**src/rtl/jmbl_drain4.sv**
```systemverilog
// jmbl_drain4: countdown loop; i steps I_START..0, sn decrements while i <= THRESH.
// Optional sticky underflow flag under `define JMBL_DRAIN4_UNDERFLOW_EN.
//
// Ports:
//   clk        in   clock, all state on posedge
//   rst        in   synchronous active-high reset
//   start      in   launch request, sampled only in IDLE or DONE
//   sn_in      in   seed for sn, captured on an accepted start
//   i          out  loop index (registered)
//   sn         out  running accumulator (registered, floors at 0)
//   busy       out  high in LOAD or RUN
//   done       out  high in DONE
//   underflow  out  sticky: decrement requested while sn == 0
//                   (tied 0 unless JMBL_DRAIN4_UNDERFLOW_EN is defined)
module jmbl_drain4 #(
    parameter int WIDTH   = 11,
    parameter int I_START = 251,
    parameter int THRESH  = 150
) (
    input  logic             clk,
    input  logic             rst,
    input  logic             start,
    input  logic [WIDTH-1:0] sn_in,
    output logic [WIDTH-1:0] i,
    output logic [WIDTH-1:0] sn,
    output logic             busy,
    output logic             done,
    output logic             underflow
);

    localparam logic [WIDTH-1:0] IS = WIDTH'(I_START);
    localparam logic [WIDTH-1:0] TH = WIDTH'(THRESH);
    localparam logic [WIDTH-1:0] ONE = WIDTH'(1);

    typedef enum logic [1:0] {
        IDLE,
        LOAD,
        RUN,
        DONE
    } state_t;

    state_t           state_q, state_d;
    logic [WIDTH-1:0] i_q, i_d;
    logic [WIDTH-1:0] sn_q, sn_d;
    logic             busy_q, busy_d;
    logic             done_q, done_d;

`ifdef JMBL_DRAIN4_UNDERFLOW_EN
    logic             uf_q, uf_d;
`endif

    always_comb begin
        state_d = state_q;
        i_d     = i_q;
        sn_d    = sn_q;
`ifdef JMBL_DRAIN4_UNDERFLOW_EN
        uf_d    = uf_q;
`endif
        unique case (state_q)
            IDLE, DONE: begin
                if (start) begin
                    state_d = LOAD;
                    i_d     = IS;
                    sn_d    = sn_in;
`ifdef JMBL_DRAIN4_UNDERFLOW_EN
                    uf_d    = 1'b0;
`endif
                end
            end
            LOAD: begin
                state_d = RUN;
            end
            RUN: begin
                // i is always >= 1 here, so the decrement cannot wrap.
                i_d = i_q - ONE;
                if (i_q <= TH) begin
                    if (sn_q != '0) begin
                        sn_d = sn_q - ONE;
                    end else begin
`ifdef JMBL_DRAIN4_UNDERFLOW_EN
                        uf_d = 1'b1;
`endif
                    end
                end
                if (i_q == ONE) begin
                    state_d = DONE;
                end
            end
            default: begin
                state_d = IDLE;
            end
        endcase

        // Status flags are registered from the next state.
        busy_d = (state_d == LOAD) || (state_d == RUN);
        done_d = (state_d == DONE);
    end

    always_ff @(posedge clk) begin
        if (rst) begin
            state_q <= IDLE;
            i_q     <= '0;
            sn_q    <= '0;
            busy_q  <= 1'b0;
            done_q  <= 1'b0;
        end else begin
            state_q <= state_d;
            i_q     <= i_d;
            sn_q    <= sn_d;
            busy_q  <= busy_d;
            done_q  <= done_d;
        end
    end

`ifdef JMBL_DRAIN4_UNDERFLOW_EN
    always_ff @(posedge clk) begin
        if (rst) begin
            uf_q <= 1'b0;
        end else begin
            uf_q <= uf_d;
        end
    end

    assign underflow = uf_q;
`else
    assign underflow = 1'b0;
`endif

    assign i    = i_q;
    assign sn   = sn_q;
    assign busy = busy_q;
    assign done = done_q;

endmodule

```
**config.mk**
```make
export PLATFORM = sky130hd
export DESIGN_NAME = jmbl_drain4
export DESIGN_NICKNAME = d
export VERILOG_FILES = /design/src/rtl/jmbl_drain4.sv
export SDC_FILE = /design/constraint.sdc
export NUM_CORES = 1
export LEC_CHECK = 0
export CORE_ASPECT_RATIO = 0.7
export CORE_MARGIN = 10
export CORE_UTILIZATION = 49
export CTS_CLUSTER_SIZE = 40
export DETAILED_ROUTE_END_ITERATION = 6
export GPL_TIMING_DRIVEN = 1
export PLACE_DENSITY = 0.8
export SKIP_CTS_REPAIR_TIMING = 1
export SLEW_MARGIN = 0
export SYNTH_ARGS = -nofsm -noshare
export SYNTH_HDL_FRONTEND = slang
export SYNTH_SLANG_ARGS = --single-unit
```
**constraint.sdc**
```tcl
create_clock -name clk -period 1.96 [get_ports clk]
set_input_delay 0.392 -clock clk [delete_from_list [all_inputs] [get_ports clk]]
set_output_delay 0.392 -clock clk [all_outputs]
set_load 0.1 [all_outputs]
```
-- Word level (Yosys, flattened, before mapping)
Cells that the tools add are included.
- $add $sub $neg: 2
- multiply operators: 0
- divide/modulo/power cells: 0
- magnitude comparators: 1
- equal/unequal tests: 10
- shift operators: 0
- multiplexer cells: 9
- bitwise logic cells: 0
- reduce and logical (&&, ||, !) cells: 7
- operators with widths (operator ; count):
    two-way mux 11 bit ; 4
    case mux 11 bit (2 select lines) ; 2
    subtractor 11 x 1 -> 11 bit, second input constant ; 2
    equality test 11 x 1 -> 1 bit, second input constant ; 1
    <= comparator 11 x 8 -> 1 bit, second input constant ; 1
    nonzero test 11 bit ; 1
    equality test 2 bit, second input constant ; 4
    inequality test 2 bit, second input constant ; 3
    case mux 2 bit (3 select lines) ; 1
    equality test 2 x 1 -> 1 bit, second input constant ; 2
    two-way mux 2 bit ; 2
    AND reduction 4 bit ; 1
    logical NOT 2 bit ; 1
    AND reduction 2 bit ; 1
    nonzero test 2 bit ; 1
    OR reduction 2 bit ; 1
    logical OR 1 bit ; 1
- bits in registers: 26
- latch bits: 0
- bits in writable memories: 0
- bits in read-only memories: 0
- bits of input ports: 14
- output and inout bits: 25
- word-level logic and storage cells: 34
- memories kept: 0

-- Logic depth before layout (Yosys ltp)
Gate-level depths: netlist of run 1.
- word-level depth: 5
- mapped depth: 9
- mapped depth without buffers: 7

-- Worst setup path after synthesis of run 1
Ideal clock, no wire load.
- path type: reg-to-reg
- start: reg i_q[0], in the netlist i[0]
- end: reg sn_q[8], in the netlist sn[8]
- setup time: 0.071 ns
- arrival time: 2.356 ns
- data required time: 1.889 ns
- path slack: -0.467 ns
- cell stages (with the launch flop): 9
- buffers on the path: 1
- clock period less this slack: 2.427 ns
- cell sequence: dfxtp_1 > inv_1 > ha_1 > nand4b_1 > a31oi_1 > nand3b_1 > buf_6 > o21ai_0 > a21oi_1
- longest elaborated chain between the ends: 3
- RTL lines (item ; line ; source):
    start: declaration ; 43 ; logic [WIDTH-1:0] i_q, i_d;
    start signal: assignment ; 108 ; i_q <= i_d;
    <= comparator 11 x 8 -> 1 bit ; 76 ; if (i_q <= TH) begin
    inequality test 2 bit (no source line) ; -- ;
    AND reduction 4 bit (no source line) ; -- ;
    end signal: assignment ; 109 ; sn_q <= sn_d;
    end: declaration ; 44 ; logic [WIDTH-1:0] sn_q, sn_d;
No other way between the ends.
A chain may end at the register's enable or synchronous reset.

-- Final worst setup path of run 1
- start: reg state_q[0]
- end: reg i_q[6], in the netlist i[6]
- longest elaborated chain between the ends: 4
- elaborated cells on any way between the ends: 8
- classes of those cells: eq/ne: 3; mux: 1; reduce/logical: 4
- RTL lines (item ; line ; source):
    start: declaration ; 42 ; state_t state_q, state_d;
    start signal: assignment ; 107 ; state_q <= state_d;
    equality test 2 bit or logical NOT 2 bit (tied branches) ; 59 ; unique case (state_q)
    OR reduction 2 bit ; 59 ;
    inequality test 2 bit (no source line) or nonzero test 2 bit (tied branches) ; -- ;
    AND reduction 2 bit (no source line) ; -- ;
Parallel ways exist; a longest one is shown, timed or not.

==> flow_summary.rst, run 1 <==
.. list-table::
   :header-rows: 1

   * - Metric
     - Value
   * - Starting utilization of the core area
     - 53.2%
   * - Synthesized-area fraction occupied by adder cells
     - 5.67%
   * - Synthesized-area fraction occupied by xor and xnor cells
     - 5.10%
   * - Post-synthesis cell type with the largest combined area
     - sky130_fd_sc_hd__dfxtp_1
   * - Die ar.
     - 0.00584 mm^2
   * - Netlist area before placement
     - 0.00155 mm^2
   * - Number of antenna violations at the first check in global routing
     - 0
   * - Mux share of post-synthesis cell area
     - 2.02%
   * - Post-Layout Inst Area
     - 0.00203 mm^2
   * - Synthesized-area fraction occupied by and/or/nand/nor cells
     - 28.1%
   * - Clock tree skew after final layout
     - 0.00388 ns
   * - DRC violations left
     - 0
   * - Data arrival, critical path
     - 2.07 ns
   * - Cell area after placement
     - 0.00195 mm^2
   * - I/O pin count
     - 39
   * - Worst setup path class
     - flip-flop to flip-flop
   * - EDFF count, synth
     - 0
   * - Largest net degree at the start of global routing
     - 15
   * - Fill cells
     - 237
   * - Layout-stage area growth over the synthesis result
     - 31.2%
   * - Vias after detailed routing
     - 1588
   * - Clock slew at reported path FFs
     - 0.09 ns
   * - Clk root buf
     - sky130_fd_sc_hd__clkbuf_8
   * - Async set or reset register ratio after synthesis
     - 0%
   * - Reg2Reg Setup Slack
     - 0.09 ns
   * - Number of placement rows
     - 16
   * - Compound-gate portion of the synthesized area
     - 18.3%
   * - Library cells used by synthesis
     - 46
   * - Main combinational cell family by area after synthesis
     - simple AND/OR/NAND/NOR gates
   * - Clock tree buffer depth
     - 2
   * - Fraction of final layout cells with drive strength greater than 1
     - 28.8%
   * - Count of mapped cells out of synthesis
     - 190
   * - Avg WL per Cell
     - 16.4 um
   * - TritonRoute pass-1 iters
     - 4
   * - Post-synthesis sequential area ratio
     - 33.7%
   * - Leading register cell type out of synthesis
     - sky130_fd_sc_hd__dfxtp_1
   * - Top cells by area in the synthesized netlist
     - sky130_fd_sc_hd__dfxtp_1 34%, sky130_fd_sc_hd__a21oi_1 5.8%, sky130_fd_sc_hd__ha_1 5.7%
   * - Seq. cell area
     - 551 um^2
   * - Port bufs
     - 37
   * - Clock latency at the later pin of the worst-skew pair
     - 0.27 ns
   * - Status
     - completed
   * - Placeable core region
     - 0.00290 mm^2
   * - Count of warnings emitted by yosys
     - 0
   * - Number of antenna-violating nets in the routed design
     - 0
   * - Cts bufs inserted
     - 3
   * - Number of hold violations in the final report
     - 0
   * - Final layout net count
     - 255
   * - Number of diodes
     - 0
   * - Number of violations of the max-capacitance limit
     - 0
   * - CTS tree
     - built
   * - Synth top cells by count
     - 26 x sky130_fd_sc_hd__dfxtp_1, 18 x sky130_fd_sc_hd__a21oi_1, 17 x sky130_fd_sc_hd__nor2_1, 15 x sky130_fd_sc_hd__nand2_1, 10 x sky130_fd_sc_hd__nor3_1
   * - Final estimated routing congestion in global placement
     - 0.903
   * - Share of the cycle needed by the critical path after routing
     - 95.6%
   * - Type of element capturing the critical path
     - flip-flop
   * - Type of the tightest min-delay check
     - flip-flop to flip-flop
   * - Crit start category
     - flip-flop
   * - Required time at the worst-slack endpoint
     - 2.16 ns
   * - First-pass GRT wire length
     - 7220 um
   * - Total area of multi-input combinational cells
     - 947 um^2
   * - GRT Total Usage
     - 15.1%
   * - Utilization after layout
     - 69.8%
   * - Post-synthesis net count
     - 211
   * - Number of clock sinks
     - 26
   * - Final setup fails
     - 0
   * - Grt total ovfl
     - 0
   * - Total Wirelength
     - 4400 um
   * - Worst hold margin
     - 0.507 ns
   * - Average instance area after synthesis
     - 8.13 um^2
   * - Die span in y
     - 67.0 um
   * - Width of the chip
     - 87.1 um
   * - Via density per instance
     - 5.90
   * - Max FO, Critical Path
     - 7
   * - Maximum clock frequency
     - 0.534 GHz
   * - Number of global-route vias before repair
     - 1547
   * - Flop and latch count out of synthesis
     - 26
   * - Level count of the clock H-tree
     - 1
   * - Post-synth top area share
     - 33.7%
   * - Half-perimeter wire length after placement
     - 3490 um
   * - Final period demand of the worst path
     - 1.87 ns
   * - Max Transition Viols Final
     - 0
   * - Most used standard cell by instance count after synthesis
     - sky130_fd_sc_hd__dfxtp_1
   * - Starting DRC count in detailed routing
     - 210
==> metrics by stage <==
stage                     setup slack, ns  instances  setup TNS (ns)
final                              0.0858        269               0
after global routing              -0.0129        269         -0.0129
after CTS                          0.0264        269               0
after detailed placement         -0.00822        265         -0.0155
after global placement             0.0236        265               0
after floorplan                    0.0206        190               0
==> path summary, 6_finish.rpt <==
| path | startpoint | to | cells past startpoint |
|---|---|---|---|
| min | sn[3] | sn[3] | 2 |
| max reg2reg | state_q[0] | i[6] | 7 |
| max | state_q[0] | i[6] | 7 |
| min reg2reg | sn[3] | sn[3] | 2 |
==> cell usage in the layout, fill, tap and decap left out, drive strengths merged, types with 4 or more instances in the layout <==
| cell | instances |
|---|---|
| buf | 35 |
| dfxtp | 26 |
| a21oi | 18 |
| nor2 | 17 |
| nand2 | 15 |
| clkdlybuf4s50 | 13 |
| nor3 | 10 |
| inv | 9 |
| nor2b | 8 |
| xor2 | 7 |
| ha | 7 |
| o21ai | 6 |
| nand2b | 5 |
| nand3 | 5 |
| nand4 | 4 |
| clkbuf | 4 |
==> cell type report <==
cell class	count	share of cell area, %
repair buffers	48	20.0
multi-input cells	146	46.7
inverters	9	1.67
well taps	36	2.22
flip-flops and latches	26	27.2
clock buffers	4	2.22
==> flip-flops by register name, summed over array words and instances (netlist names) <==
name / cells
busy: 1
done: 1
i: 11
sn: 11
state_q: 2
==> per-layer routing <==
metal / vias up / share of wire (%) / global-route usage, %
met5: - / 0 / 0
met4: 0 / 0.39 / 3.77
met3: 2 / 8.5 / 4.37
met2: 67 / 48 / 24.9
met1: 749 / 43 / 18.8
li1: 770 / - / -
==> cells by family (layout without fill, tap and decap cells) <==
family	after synthesis	in the layout
muxes	3	3
adders and majority gates	7	7
DFF	26	26
xor gates and xnor gates	9	9
and+or+nand+nor	82	82
buffers and inverters	18	61
other	1	1
AOI/OAI and AO/OA	44	44
==> worst max-delay path, stage by stage, from the launching register on <==
cell and delay [ns]:
sky130_fd_sc_hd__dfxtp_1 0.36, sky130_fd_sc_hd__inv_1 0.05, sky130_fd_sc_hd__ha_2 0.33, sky130_fd_sc_hd__mux2_2 0.31, sky130_fd_sc_hd__nand3_1 0.14, sky130_fd_sc_hd__or3_1 0.34
sky130_fd_sc_hd__xor2_1 0.15, sky130_fd_sc_hd__a21oi_1 0.12
Power of run 1 is left out: the tool's default activity adds up to more than one toggle a clock period on the data nets, which glitch-free logic cannot reach.
==> run 2: changes to the inputs <==
--- a/config.mk
+++ b/config.mk
@@ -17,3 +17,4 @@
 export SYNTH_ARGS = -nofsm -noshare
 export SYNTH_HDL_FRONTEND = slang
 export SYNTH_SLANG_ARGS = --single-unit
+export TNS_END_PERCENT = 1
==> run 2 against run 1 <==
Setup slack better by 0.045 ns. Final cell count is 0.37% lower. Critical path depth is 2 lower. Highest routed layer unchanged. Core utilization is 1.5 points higher. Design area is 2.2% higher. Sequential cell count stayed put. Die area stayed put. Fmax is 2.4% higher. Global-route usage is 1.5 points higher. Clock-buffer cell count is 1 lower. Sequential share of layout area is 1.0 points lower.
==> flow_summary.rst, run 2 (synthesis gave the netlist of run 1 again) <==
.. list-table::
   :header-rows: 1

   * - Metric
     - Value
   * - Type of element capturing the critical path
     - flip-flop
   * - First-pass GRT wire length
     - 7730 um (+7.0%)
   * - Vias after detailed routing
     - 1620 (+2.0%)
   * - Level count of the clock H-tree
     - 1 (unchanged)
   * - Clock latency at the later pin of the worst-skew pair
     - 0.28 ns (about the same)
   * - Critical Path, Cell by Cell
     - or4_4 > or3_1 > a2bb2oi_1 > or2_0 > a21oi_1
   * - Data arrival, critical path
     - 2.04 ns (-0.03 ns)
   * - Top library cells by usage in the layout, fill and taps aside
     - 30 x sky130_fd_sc_hd__buf_4, 18 x sky130_fd_sc_hd__a21oi_1, 17 x sky130_fd_sc_hd__nor2_1, 17 x sky130_fd_sc_hd__dfxtp_2, 15 x sky130_fd_sc_hd__nand2_1
   * - Width of the chip
     - 87.1 um (unchanged)
   * - Clock tree skew after final layout
     - 0.00220 ns (-0.00169 ns)
   * - Number of antenna-violating nets in the routed design
     - 0 (unchanged)
   * - Clk root buf
     - sky130_fd_sc_hd__clkbuf_8
   * - Largest net degree at the start of global routing
     - 15 (unchanged)
   * - Clock tree buffer depth
     - 2 (unchanged)
   * - Max Transition Viols Final
     - 0 (unchanged)
   * - Required time at the worst-slack endpoint
     - 2.17 ns (about the same)
   * - GRT Total Usage
     - 16.5% (+1.5 points)
   * - Fraction of final layout cells with drive strength greater than 1
     - 26.3% (-2.5 points)
   * - Cts bufs inserted
     - 3 (unchanged)
   * - I/O pin count
     - 39 (unchanged)
   * - TritonRoute pass-1 iters
     - 6 (+2)
   * - Number of violations of the max-capacitance limit
     - 0 (unchanged)
   * - Total Wirelength
     - 4880 um (+11%)
   * - Reg2Reg Setup Slack
     - 0.13 ns (+0.04 ns)
   * - Worst setup path class
     - flip-flop to flip-flop
   * - Endpoint of the worst setup timing path
     - sn[9]
   * - Final period demand of the worst path
     - 1.83 ns (-0.0447 ns)
   * - DRC violations left
     - 0 (unchanged)
   * - Critical path's top delay family
     - simple AND/OR/NAND/NOR gates
   * - Seq. cell area
     - 542 um^2 (-1.6%)
   * - Crit. Startpoint
     - sn[0]
   * - Grt total ovfl
     - 0 (unchanged)
   * - Port bufs
     - 37 (unchanged)
   * - Placeable core region
     - 0.00290 mm^2 (unchanged)
   * - Number of placement rows
     - 16 (unchanged)
   * - Post-Layout Inst Area
     - 0.00207 mm^2 (+2.2%)
   * - Endpoint of the worst-slack reg-to-reg timing path
     - sn[9]
   * - Number of diodes
     - 0 (unchanged)
   * - Avg WL per Cell
     - 18.2 um (+11%)
   * - Final layout net count
     - 255 (unchanged)
   * - Status
     - completed
   * - Critical path buffers and inverters
     - 0 (-1)
   * - Fill cells
     - 211 (-11%)
   * - Cell with the largest stage delay on the worst path
     - sky130_fd_sc_hd__or4_4
   * - Number of antenna violations at the first check in global routing
     - 0 (unchanged)
   * - Maximum clock frequency
     - 0.547 GHz (+2.4%)
   * - Half-perimeter wire length after placement
     - 3680 um (+5.3%)
   * - Share of the cycle needed by the critical path after routing
     - 93.3% (-2.3 points)
   * - Reg-to-Reg Start
     - sn[0]
   * - RSZ-0062 raised after global routing
     - false
   * - Number of global-route vias before repair
     - 1555 (+0.52%)
   * - Via density per instance
     - 6.04 (+2.4%)
   * - Largest incremental delay on the critical path
     - 0.57 ns (+0.21 ns)
   * - CTS tree
     - built
   * - Utilization after layout
     - 71.3% (+1.5 points)
   * - Cells on worst reg2reg path
     - 5 (-2)
   * - Number of clock sinks
     - 26 (unchanged)
   * - Total area of multi-input combinational cells
     - 953 um^2 (+0.66%)
   * - Type of the tightest min-delay check
     - flip-flop to flip-flop
   * - Max FO, Critical Path
     - 5 (-2)
   * - Crit. path cell count
     - 5 (-2)
   * - Die ar.
     - 0.00584 mm^2 (unchanged)
   * - Cell area after placement
     - 0.00199 mm^2 (+2.1%)
   * - Die span in y
     - 67.0 um (unchanged)
   * - Most common library cell in the layout ignoring fill and taps
     - sky130_fd_sc_hd__buf_4
   * - Crit start category
     - flip-flop
   * - Clock slew at reported path FFs
     - 0.08 ns (about the same)
   * - Final setup fails
     - 0 (unchanged)
   * - Number of hold violations in the final report
     - 0 (unchanged)
   * - Starting DRC count in detailed routing
     - 235 (+12%)
   * - Final estimated routing congestion in global placement
     - 0.923 (+2.2%)
   * - Starting utilization of the core area
     - 53.2% (unchanged)
   * - Layout-stage area growth over the synthesis result
     - 34.0%
## run 2: cell count changes in the layout (fill, tap and decap cells not counted), sizes merged
cell    before  now
clkbuf       4    3
## run 2: how the worst min path moves through the flow
stage	startpoint	endpoint	slack, ns	depth (start not counted)
2_1_floorplan	rst	i[1]	0.57	2
6_report	sn[3]	sn[3]	0.50	2
3_3_place_gp	sn[3]	sn[3]	0.49	2
5_1_grt	sn[3]	sn[3]	0.52	2
3_5_place_dp	sn[3]	sn[3]	0.49	2
4_1_cts	sn[3]	sn[3]	0.50	2
## run 2: worst register-to-register path, stage by stage, from the launching register on
cell and delay [ns]:
sky130_fd_sc_hd__dfxtp_2 0.35, sky130_fd_sc_hd__or4_4 0.57, sky130_fd_sc_hd__or3_1 0.36, sky130_fd_sc_hd__a2bb2oi_1 0.15
sky130_fd_sc_hd__or2_0 0.19, sky130_fd_sc_hd__a21oi_1 0.14
## run 2: metal layers
| metal | wire length [um] | global-route usage [%] | share of wire, % |
|---|---|---|---|
| met5 | 0 | 0 | 0 |
| met4 | 129 | 7.74 | 2.6 |
| met3 | 447 | 4.74 | 9.2 |
| met2 | 2250 | 25.5 | 46 |
| met1 | 2060 | 20.8 | 42 |
## run 2: per-stage QoR
stage	instances	worst slack [ns]	setup TNS, ns	hold WS, ns
floorplan	190	-0.107	-0.461	0.571
global placement	265	0.0190	0	0.486
detailed placement	265	-0.0594	-0.184	0.487
CTS	268	0.0109	0	0.501
global route	268	0.0583	0	0.517
finish	268	0.131	0	0.499
## run 2: final cells by class
cell class / count / share of cell area, %
Clock buffer: 3 / 1.99
Timing Repair Buffer: 48 / 22.0
Sequential cell: 26 / 26.2
Inverter: 9 / 1.63
Tap cell: 36 / 2.18
Multi-Input combinational cell: 146 / 46.0
Power of run 2 is left out for the same reason.
==> run 3: changes to the inputs <==
--- a/config.mk
+++ b/config.mk
@@ -7,11 +7,11 @@
 export LEC_CHECK = 0
 export CORE_ASPECT_RATIO = 0.7
 export CORE_MARGIN = 10
-export CORE_UTILIZATION = 49
+export CORE_UTILIZATION = 44
 export CTS_CLUSTER_SIZE = 40
 export DETAILED_ROUTE_END_ITERATION = 6
 export GPL_TIMING_DRIVEN = 1
-export PLACE_DENSITY = 0.8
+export PLACE_DENSITY = 0.76
 export SKIP_CTS_REPAIR_TIMING = 1
 export SLEW_MARGIN = 0
 export SYNTH_ARGS = -nofsm -noshare
==> constraint.sdc (replaced) <==
create_clock -name clk -period 1.57 [get_ports clk]
set_input_delay 0.314 -clock clk [delete_from_list [all_inputs] [get_ports clk]]
set_output_delay 0.314 -clock clk [all_outputs]
set_load 0.1 [all_outputs]
==> run 3 against run 2 <==
The run now ends with setup timing left. Setup slack worse by 0.36 ns. Wire length is 13% higher. Sequential share of layout area is 5.3 points lower. Clock-buffer cell count is 1 higher. First-iteration DRC count is 0.85% lower. Non-clock buffer count is 35 higher. Die area is 8.3% higher. Largest cell class unchanged.
==> flow_summary.rst, run 3 (synthesis gave the netlist of run 1 again) <==
.. list-table::
   :header-rows: 1

   * - Metric
     - Value
   * - Clock tree skew after final layout
     - 0.00305 ns (+0.000849 ns)
   * - Critical Path, Cell by Cell
     - or4_4 > or3_4 > a2bb2oi_1 > or2_0 > a21oi_1
   * - Max Transition Viols Final
     - 0 (unchanged)
   * - Width of the chip
     - 90.8 um (+4.3%)
   * - Number of clock sinks
     - 26 (unchanged)
   * - TritonRoute pass-1 iters
     - 5 (-1)
   * - Number of placement rows
     - 17 (+1)
   * - Required time at the worst-slack endpoint
     - 1.77 ns (-0.40 ns)
   * - Share of the cycle needed by the critical path after routing
     - 114% (+21 points)
   * - Level count of the clock H-tree
     - 1 (unchanged)
   * - Status
     - finished, violations left
   * - Post-Route Setup TNS
     - -2.20 ns (-2.20 ns)
   * - Die ar.
     - 0.00632 mm^2 (+8.3%)
   * - Placeable core region
     - 0.00325 mm^2 (+12%)
   * - Reg-to-Reg Start
     - sn[1]
   * - Clock tree buffer depth
     - 2 (unchanged)
   * - Worst hold path startpoint
     - sn[9]
   * - Worst hold margin
     - 0.534 ns (+0.0345 ns)
   * - Half-perimeter wire length after placement
     - 3890 um (+5.7%)
   * - Final setup fails
     - 23 (+23)
   * - Port bufs
     - 37 (unchanged)
   * - Crit. Startpoint
     - sn[1]
   * - Total Wirelength
     - 5500 um (+13%)
   * - Largest incremental delay on the critical path
     - 0.55 ns (-0.02 ns)
   * - Top library cells by usage in the layout, fill and taps aside
     - 43 x sky130_fd_sc_hd__buf_4, 25 x sky130_fd_sc_hd__buf_12, 19 x sky130_fd_sc_hd__dfxtp_2
   * - Starting DRC count in detailed routing
     - 233 (-0.85%)
   * - Cell with the largest stage delay on the worst path
     - sky130_fd_sc_hd__or4_4
   * - Post-placement setup slack
     - -0.294 ns (-0.235 ns)
   * - Endpoint of the worst-slack reg-to-reg timing path
     - sn[9]
   * - Maximum clock frequency
     - 0.557 GHz (+1.9%)
   * - Number of antenna-violating nets in the routed design
     - 0 (unchanged)
   * - Final period demand of the worst path
     - 1.80 ns (-0.0340 ns)
   * - Most common library cell in the layout ignoring fill and taps
     - sky130_fd_sc_hd__buf_4
   * - RSZ-0062 raised after global routing
     - true
   * - Cells on worst reg2reg path
     - 5 (unchanged)
   * - Grt total ovfl
     - 0 (unchanged)
   * - Clk root buf
     - sky130_fd_sc_hd__clkbuf_8
   * - Reg2Reg Setup Slack
     - -0.23 ns (-0.36 ns)
   * - CTS tree
     - built
   * - Number of diodes
     - 0 (unchanged)
   * - Fill cells
     - 190 (-10%)
   * - Die span in y
     - 69.6 um (+3.9%)
   * - Number of global-route vias before repair
     - 1647 (+5.9%)
   * - Worst setup path class
     - flip-flop to flip-flop
   * - Vias after detailed routing
     - 1766 (+9.0%)
   * - Layout-stage area growth over the synthesis result
     - 74.3%
   * - Type of the tightest min-delay check
     - flip-flop to flip-flop
   * - Final layout net count
     - 290 (+14%)
   * - Largest net degree at the start of global routing
     - 16 (+1)
   * - Clock slew at reported path FFs
     - 0.09 ns (about the same)
   * - First-pass GRT wire length
     - 8380 um (+8.4%)
   * - Endpoint of the worst hold-timing path
     - sn[9]
   * - Setup slack of the critical path after layout
     - -0.225 ns (-0.356 ns)
   * - Data arrival, critical path
     - 2.00 ns (-0.04 ns)
   * - Hold Path Stages
     - 2 (unchanged)
   * - Number of hold violations in the final report
     - 0 (unchanged)
   * - Starting utilization of the core area
     - 47.5% (-5.8 points)
   * - Via density per instance
     - 5.61 (-7.3%)
   * - Final estimated routing congestion in global placement
     - 0.918 (-0.54%)
   * - Violations in the final reports
     - setup timing
   * - Number of antenna violations at the first check in global routing
     - 0 (unchanged)
   * - DRC violations left
     - 0 (unchanged)
   * - Fraction of final layout cells with drive strength greater than 1
     - 43.3% (+17 points)
   * - Clock latency at the later pin of the worst-skew pair
     - 0.27 ns (about the same)
   * - Avg WL per Cell
     - 17.5 um (-4.2%)
   * - Cts bufs inserted
     - 3 (unchanged)
   * - Max FO, Critical Path
     - 4 (-1)
   * - GRT Total Usage
     - 15.5% (-1.0 points)
   * - Crit start category
     - flip-flop
   * - I/O pin count
     - 39 (unchanged)
   * - Type of element capturing the critical path
     - flip-flop
   * - Number of violations of the max-capacitance limit
     - 0 (unchanged)
==> run 3: cell count changes in the layout (fill, tap and decap cells not counted), moves of 2 or more <==
cell	delta
sky130_fd_sc_hd__buf_4	+13
sky130_fd_sc_hd__nor4_2	+2
sky130_fd_sc_hd__nor3_2	+2
sky130_fd_sc_hd__dfxtp_1	-7
sky130_fd_sc_hd__a21oi_1	-2
sky130_fd_sc_hd__dfxtp_2	+2
sky130_fd_sc_hd__nor3_1	-2
sky130_fd_sc_hd__dfxtp_4	+5
sky130_fd_sc_hd__buf_12	+20
sky130_fd_sc_hd__inv_1	-2
sky130_fd_sc_hd__a21oi_2	+2
sky130_fd_sc_hd__buf_6	+2
sky130_fd_sc_hd__inv_2	+2
==> run 3: worst max path at each step <==
stage | end | slack [ns] | depth (start not counted)
floorplan | sn[9] | -0.29 | 5
global placement | i[6] | -0.26 | 6
detailed placement | sn[9] | -0.29 | 7
CTS | sn[10] | -0.28 | 7
global route | sn[5] | -0.26 | 8
finish | sn[9] | -0.23 | 5
==> run 3: critical path: cells and delay by family (launching register included) <==
kind            cells  cell delay, ns
simple gates        3            1.11
compound gates      2            0.27
flops               1            0.35
==> run 3: final cells by class <==
type / instances / area, um^2 / area share (%)
multi-input combinational: 146 / 1010 / 37.4
tap: 47 / 58.8 / 2.18
sequential: 26 / 563 / 20.9
clock buffer: 4 / 55.1 / 2.04
timing repair buffer: 83 / 976 / 36.2
inverter: 9 / 33.8 / 1.25
==> run 3: per-stage QoR <==
step	util [%]	instance area, um^2	std cells
detailed placement	77.8	2530	310
floorplan	-	1590	190
global placement	77.8	2530	310
global route	82.8	2690	315
CTS	79.5	2590	314
finish	82.8	2690	315
==> run 3: per-layer routing <==
metal / GRT usage, % / part of all wire (%)
met1: 22.1 / 44
met4: 2.74 / 1.9
met2: 22.6 / 44
met5: 0 / 0
met3: 4.31 / 9.6
Power of run 3 is left out for the same reason.
==> variant 1: new RTL, settings of run 2 <==
The option `JMBL_DRAIN4_UNDERFLOW_EN` is turned on by a define.
--- a/src/rtl/jmbl_drain4.sv
+++ b/src/rtl/jmbl_drain4.sv
@@ -13,4 +13,6 @@
 //   underflow  out  sticky: decrement requested while sn == 0
 //                   (tied 0 unless JMBL_DRAIN4_UNDERFLOW_EN is defined)
+`define JMBL_DRAIN4_UNDERFLOW_EN
+
 module jmbl_drain4 #(
     parameter int WIDTH   = 11,
Behaviour: no difference found for any inputs over 10 cycles, from zero or initial values and one cycle with rst high; that may be too few to reach the edited logic, so the function may still have changed.
==> variant 1 against run 2 <==
  * Sequential share of layout area is 2.2 points lower
  * Routed wire length is 1.1% lower
  * Final area grew 14%
  * Via count is 0.80% higher
  * Non-clock buffer count rose by 8
  * Sequential cell count up 1
  * Setup slack lost 80 ps
  * Area after synthesis increased by 7.5%
  * Clock skew decreased by 0.68 ps
Power is left out: the tool's default activity adds up to more than one toggle a clock period on the data nets, which glitch-free logic cannot reach.
==> variant 1: results (changes against run 2) <==
| Metric | Value |
|---|---|
| Drt first pass iters | `4 (was 6)` |
| Average via count per standard cell | `5.67 (was 6.04)` |
| Fill cell total of the finished layout | `250 (was 211)` |
| Share of cell area taken by muxes after synthesis | `3.31% (was 2.02%)` |
| Drt total wl | `4.83 mm (was 4.88 mm)` |
| Grt met2 use | `25.9% (was 25.5%)` |
| Cell type of the slowest stage on the worst timing path | `dfxtp_2 (was or4_4)` |
| Fraction of layout cells with a size suffix above 1 | `36.1% (was 26.3%)` |
| Global-route met1 utilization | `22.4% (was 20.8%)` |
| Run status | `complete, no violations (unchanged)` |
| Most area-consuming cells after synthesis | `dfxtp_1 33%, ha_1 5.3%, nor2_1 3.6%, xor2_1 3.2%, o32ai_2 2.9% (was dfxtp_1 34%, a21oi_1 5.8%, ha_1 5.7%, nor2_1 4.1%, xor2_1 4.0%)` |
| Delay contributed by the slowest stage of the critical path | `350 ps (was 570 ps)` |
| Global-route wire length before repair | `8.12 mm (was 7.73 mm)` |
| Count of distinct cell types in the synthesized netlist | `55 (was 46)` |
| Origin of the critical flop-to-flop path | `state_q[0] (was sn[0])` |
| Final instance count without filler cells | `288 (was 268)` |
| Pre-CTS WS | `-113 ps (was -59.4 ps)` |
| Setup slack of the worst register-to-register path | `50 ps (was 130 ps)` |
| Worst Reg2Reg Path Length in Cells | `8 (was 5)` |
| Worst-case clock skew | `1.52 ps (was 2.20 ps)` |
| Cell family contributing the most delay on the critical path | `flip-flops (was simple AND/OR/NAND/NOR gates)` |
| Final nets | `263 (was 255)` |
| Sequential fraction of the synthesis area | `32.5% (was 33.7%)` |
| DP Cell Count | `284 (was 265)` |
| Adder and majority gate portion of the synthesized area | `5.27% (was 5.67%)` |
| Post-synthesis xor/xnor area fraction | `4.74% (was 5.10%)` |
| DPL Wire Length | `3.73 mm (was 3.68 mm)` |
| Crit path arrival time | `2070 ps (was 2040 ps)` |
| Launch point of the worst hold path | `underflow (was sn[3])` |
[variant 1: worst max path at each step]
stage | from | to | slack, ps | cells after the start
2_1_floorplan | sn[4] | sn[9] | -50 | 6
3_3_place_gp | start | sn[10] | -50 | 6
3_5_place_dp | start | sn[2] | -110 | 7
4_1_cts | state_q[0] | sn[2] | -50 | 8
5_1_grt | state_q[0] | sn[2] | -20 | 8
6_report | state_q[0] | sn[2] | 50 | 8
[variant 1: cell type report]
| cell class | count | area share [%] |
|---|---|---|
| repair buffers | 56 | 24.7 |
| clock buffers | 4 | 1.91 |
| inverters | 12 | 1.91 |
| flip-flops and latches | 27 | 24.0 |
| well taps | 47 | 2.50 |
| multi-input cells | 142 | 45.0 |
[variant 1: worst register-to-register path, delay by kind of cell, from the launching register on]
kind / cells / cell delay, ps
buf+inv: 2 / 210
mux: 1 / 310
fa+ha+maj: 1 / 280
flops: 1 / 350
simple gates: 2 / 310
compound gates: 2 / 350
[variant 1: routing by layer]
| metal | share of wire [%] | vias to the layer above |
|---|---|---|
| met5 | 0 | - |
| met4 | 0.89 | 0 |
| met1 | 44 | 766 |
| li1 | - | 788 |
| met2 | 45 | 73 |
| met3 | 10 | 6 |
[variant 1: cell families (layout without fill, tap and decap cells)]
group / Yosys count / count (layout)
simple gates: 75 / 75
flops: 27 / 27
xor+xnor: 9 / 9
compound gates: 46 / 46
mux: 5 / 5
fa+ha+maj: 7 / 7
buf+inv: 21 / 72
[variant 1: through the flow]
| step | instance area [um^2] | hold slack, ps | setup TNS [ps] |
|---|---|---|---|
| after floorplan | 1690 | 542 | -279 |
| after global placement | 2270 | 473 | -105 |
| after detailed placement | 2270 | 489 | -740 |
| after CTS | 2320 | 511 | -108 |
| after global routing | 2360 | 551 | -29.8 |
| final | 2360 | 515 | 0 |
==> variant 2: new RTL, settings of run 2 <==
Made on the original files. The 4 states of `state_t` get a one-hot encoding in 4 bits.
--- a/src/rtl/jmbl_drain4.sv
+++ b/src/rtl/jmbl_drain4.sv
@@ -33,9 +33,9 @@
     localparam logic [WIDTH-1:0] ONE = WIDTH'(1);
 
-    typedef enum logic [1:0] {
-        IDLE,
-        LOAD,
-        RUN,
-        DONE
+    typedef enum logic [3:0] {
+        IDLE = 4'b0001,
+        LOAD = 4'b0010,
+        RUN  = 4'b0100,
+        DONE = 4'b1000
     } state_t;
 
Function: no difference found for any inputs over 10 cycles, from zero or initial values and one cycle with rst high; not proved beyond that.
==> variant 2 against run 2 <==
  * The flow now finishes with violations (setup timing)
  * Sequential cell count is 2 higher
  * Routed wire length shrank 3.3%
  * Final area increased by 9.7%
  * Area after synthesis up 3.1%
  * Via count is 0.62% higher
  * Critical endpoint is now i[10]
  * Setup slack worse by 180 ps
Power is left out: it rests on default switching activity, and per cell area and clock period it moved more than threefold.
==> variant 2: results (changes against run 2) <==
| Metric | Value |
|---|---|
| Global-route wire length before repair | `7.31 mm (was 7.73 mm)` |
| Most area-consuming cells after synthesis | `dfxtp_1 35%, a21oi_1 6.0%, nor2_1 4.0%, nand2_1 3.5%, ha_1 3.1% (was dfxtp_1 34%, a21oi_1 5.8%, ha_1 5.7%, nor2_1 4.1%, xor2_1 4.0%)` |
| Worst-case clock skew | `4.44 ps (was 2.20 ps)` |
| Failing checks | `setup timing` |
| Number of global-route vias before repair | `1544 (was 1555)` |
| Run status | `finished, violations left (was complete, no violations)` |
| Number of non-clock inverters in the layout | `4 (was 9)` |
| Met2 WL | `2.26 mm (was 2.25 mm)` |
| Cell type of the slowest stage on the worst timing path | `nor4_2 (was or4_4)` |
| Detailed-routing wirelength on met1 | `2.05 mm (was 2.06 mm)` |
| Launch point of the worst hold path | `sn[10] (was sn[3])` |
| First DRT Iteration DRCs | `84 (was 235)` |
| Post-Syn Nets | `209 (was 211)` |
| Fill cell total of the finished layout | `216 (was 211)` |
| Delay contributed by the slowest stage of the critical path | `370 ps (was 570 ps)` |
| Setup tns final | `-59.4 ps (was 0 ps)` |
| Final nets | `264 (was 255)` |
| Sequential fraction of the synthesis area | `35.2% (was 33.7%)` |
| Total routing resource utilization after global routing | `14.8% (was 16.5%)` |
| Multi-input combinational cell area | `991 um^2 (was 953 um^2)` |
| Grt met2 use | `24.6% (was 25.5%)` |
| Post-DP Area | `2110 um^2 (was 1990 um^2)` |
| Final-layout clock buffer total | `4 (was 3)` |
| Length of routed met3 wiring | `371 um (was 447 um)` |
| Fraction of layout cells with a size suffix above 1 | `39.2% (was 26.3%)` |
| Signal buffers | `65 (was 48)` |
| Fin worst setup slack | `-49.3 ps (was 131 ps)` |
| Share of final layout cell area taken by non-clock buffers | `24.8% (was 22.0%)` |
| Crit path arrival time | `2230 ps (was 2040 ps)` |
| Global-route met1 utilization | `18.3% (was 20.8%)` |
| Final setup vio count | `2 (was 0)` |
| Maximum number of pins on one net before global-route repair | `28 (was 15)` |
| Worst Reg2Reg Path Length in Cells | `7 (was 5)` |
==> variant 2: logic make-up (layout without fill, tap and decap cells) <==
| kind of cell | Yosys count | after routing | share of synthesized area [%] |
|---|---|---|---|
| AO/OA/AOI/OAI | 55 | 55 | 21.6 |
| XOR/XNOR | 5 | 5 | 2.75 |
| adder cells (fa/ha/maj) | 4 | 4 | 3.14 |
| buffers and inverters | 19 | 73 | 5.89 |
| flip-flops | 28 | 28 | 35.2 |
| multiplexers | 4 | 4 | 2.67 |
| other | 1 | 1 | 0.235 |
| AND/OR/NAND/NOR | 75 | 75 | 28.5 |
==> variant 2: through the flow <==
step / hold WS [ps] / cells / utilization (%) / setup WS [ps]
after CTS: 501 / 276 / 69.3 / -56.4
final: 497 / 283 / 72.6 / -49.3
after floorplan: 527 / 191 / - / -15.9
after detailed placement: 490 / 272 / 67.5 / -19.5
after global placement: 475 / 272 / 67.5 / 33.1
after global routing: 551 / 283 / 72.6 / -126
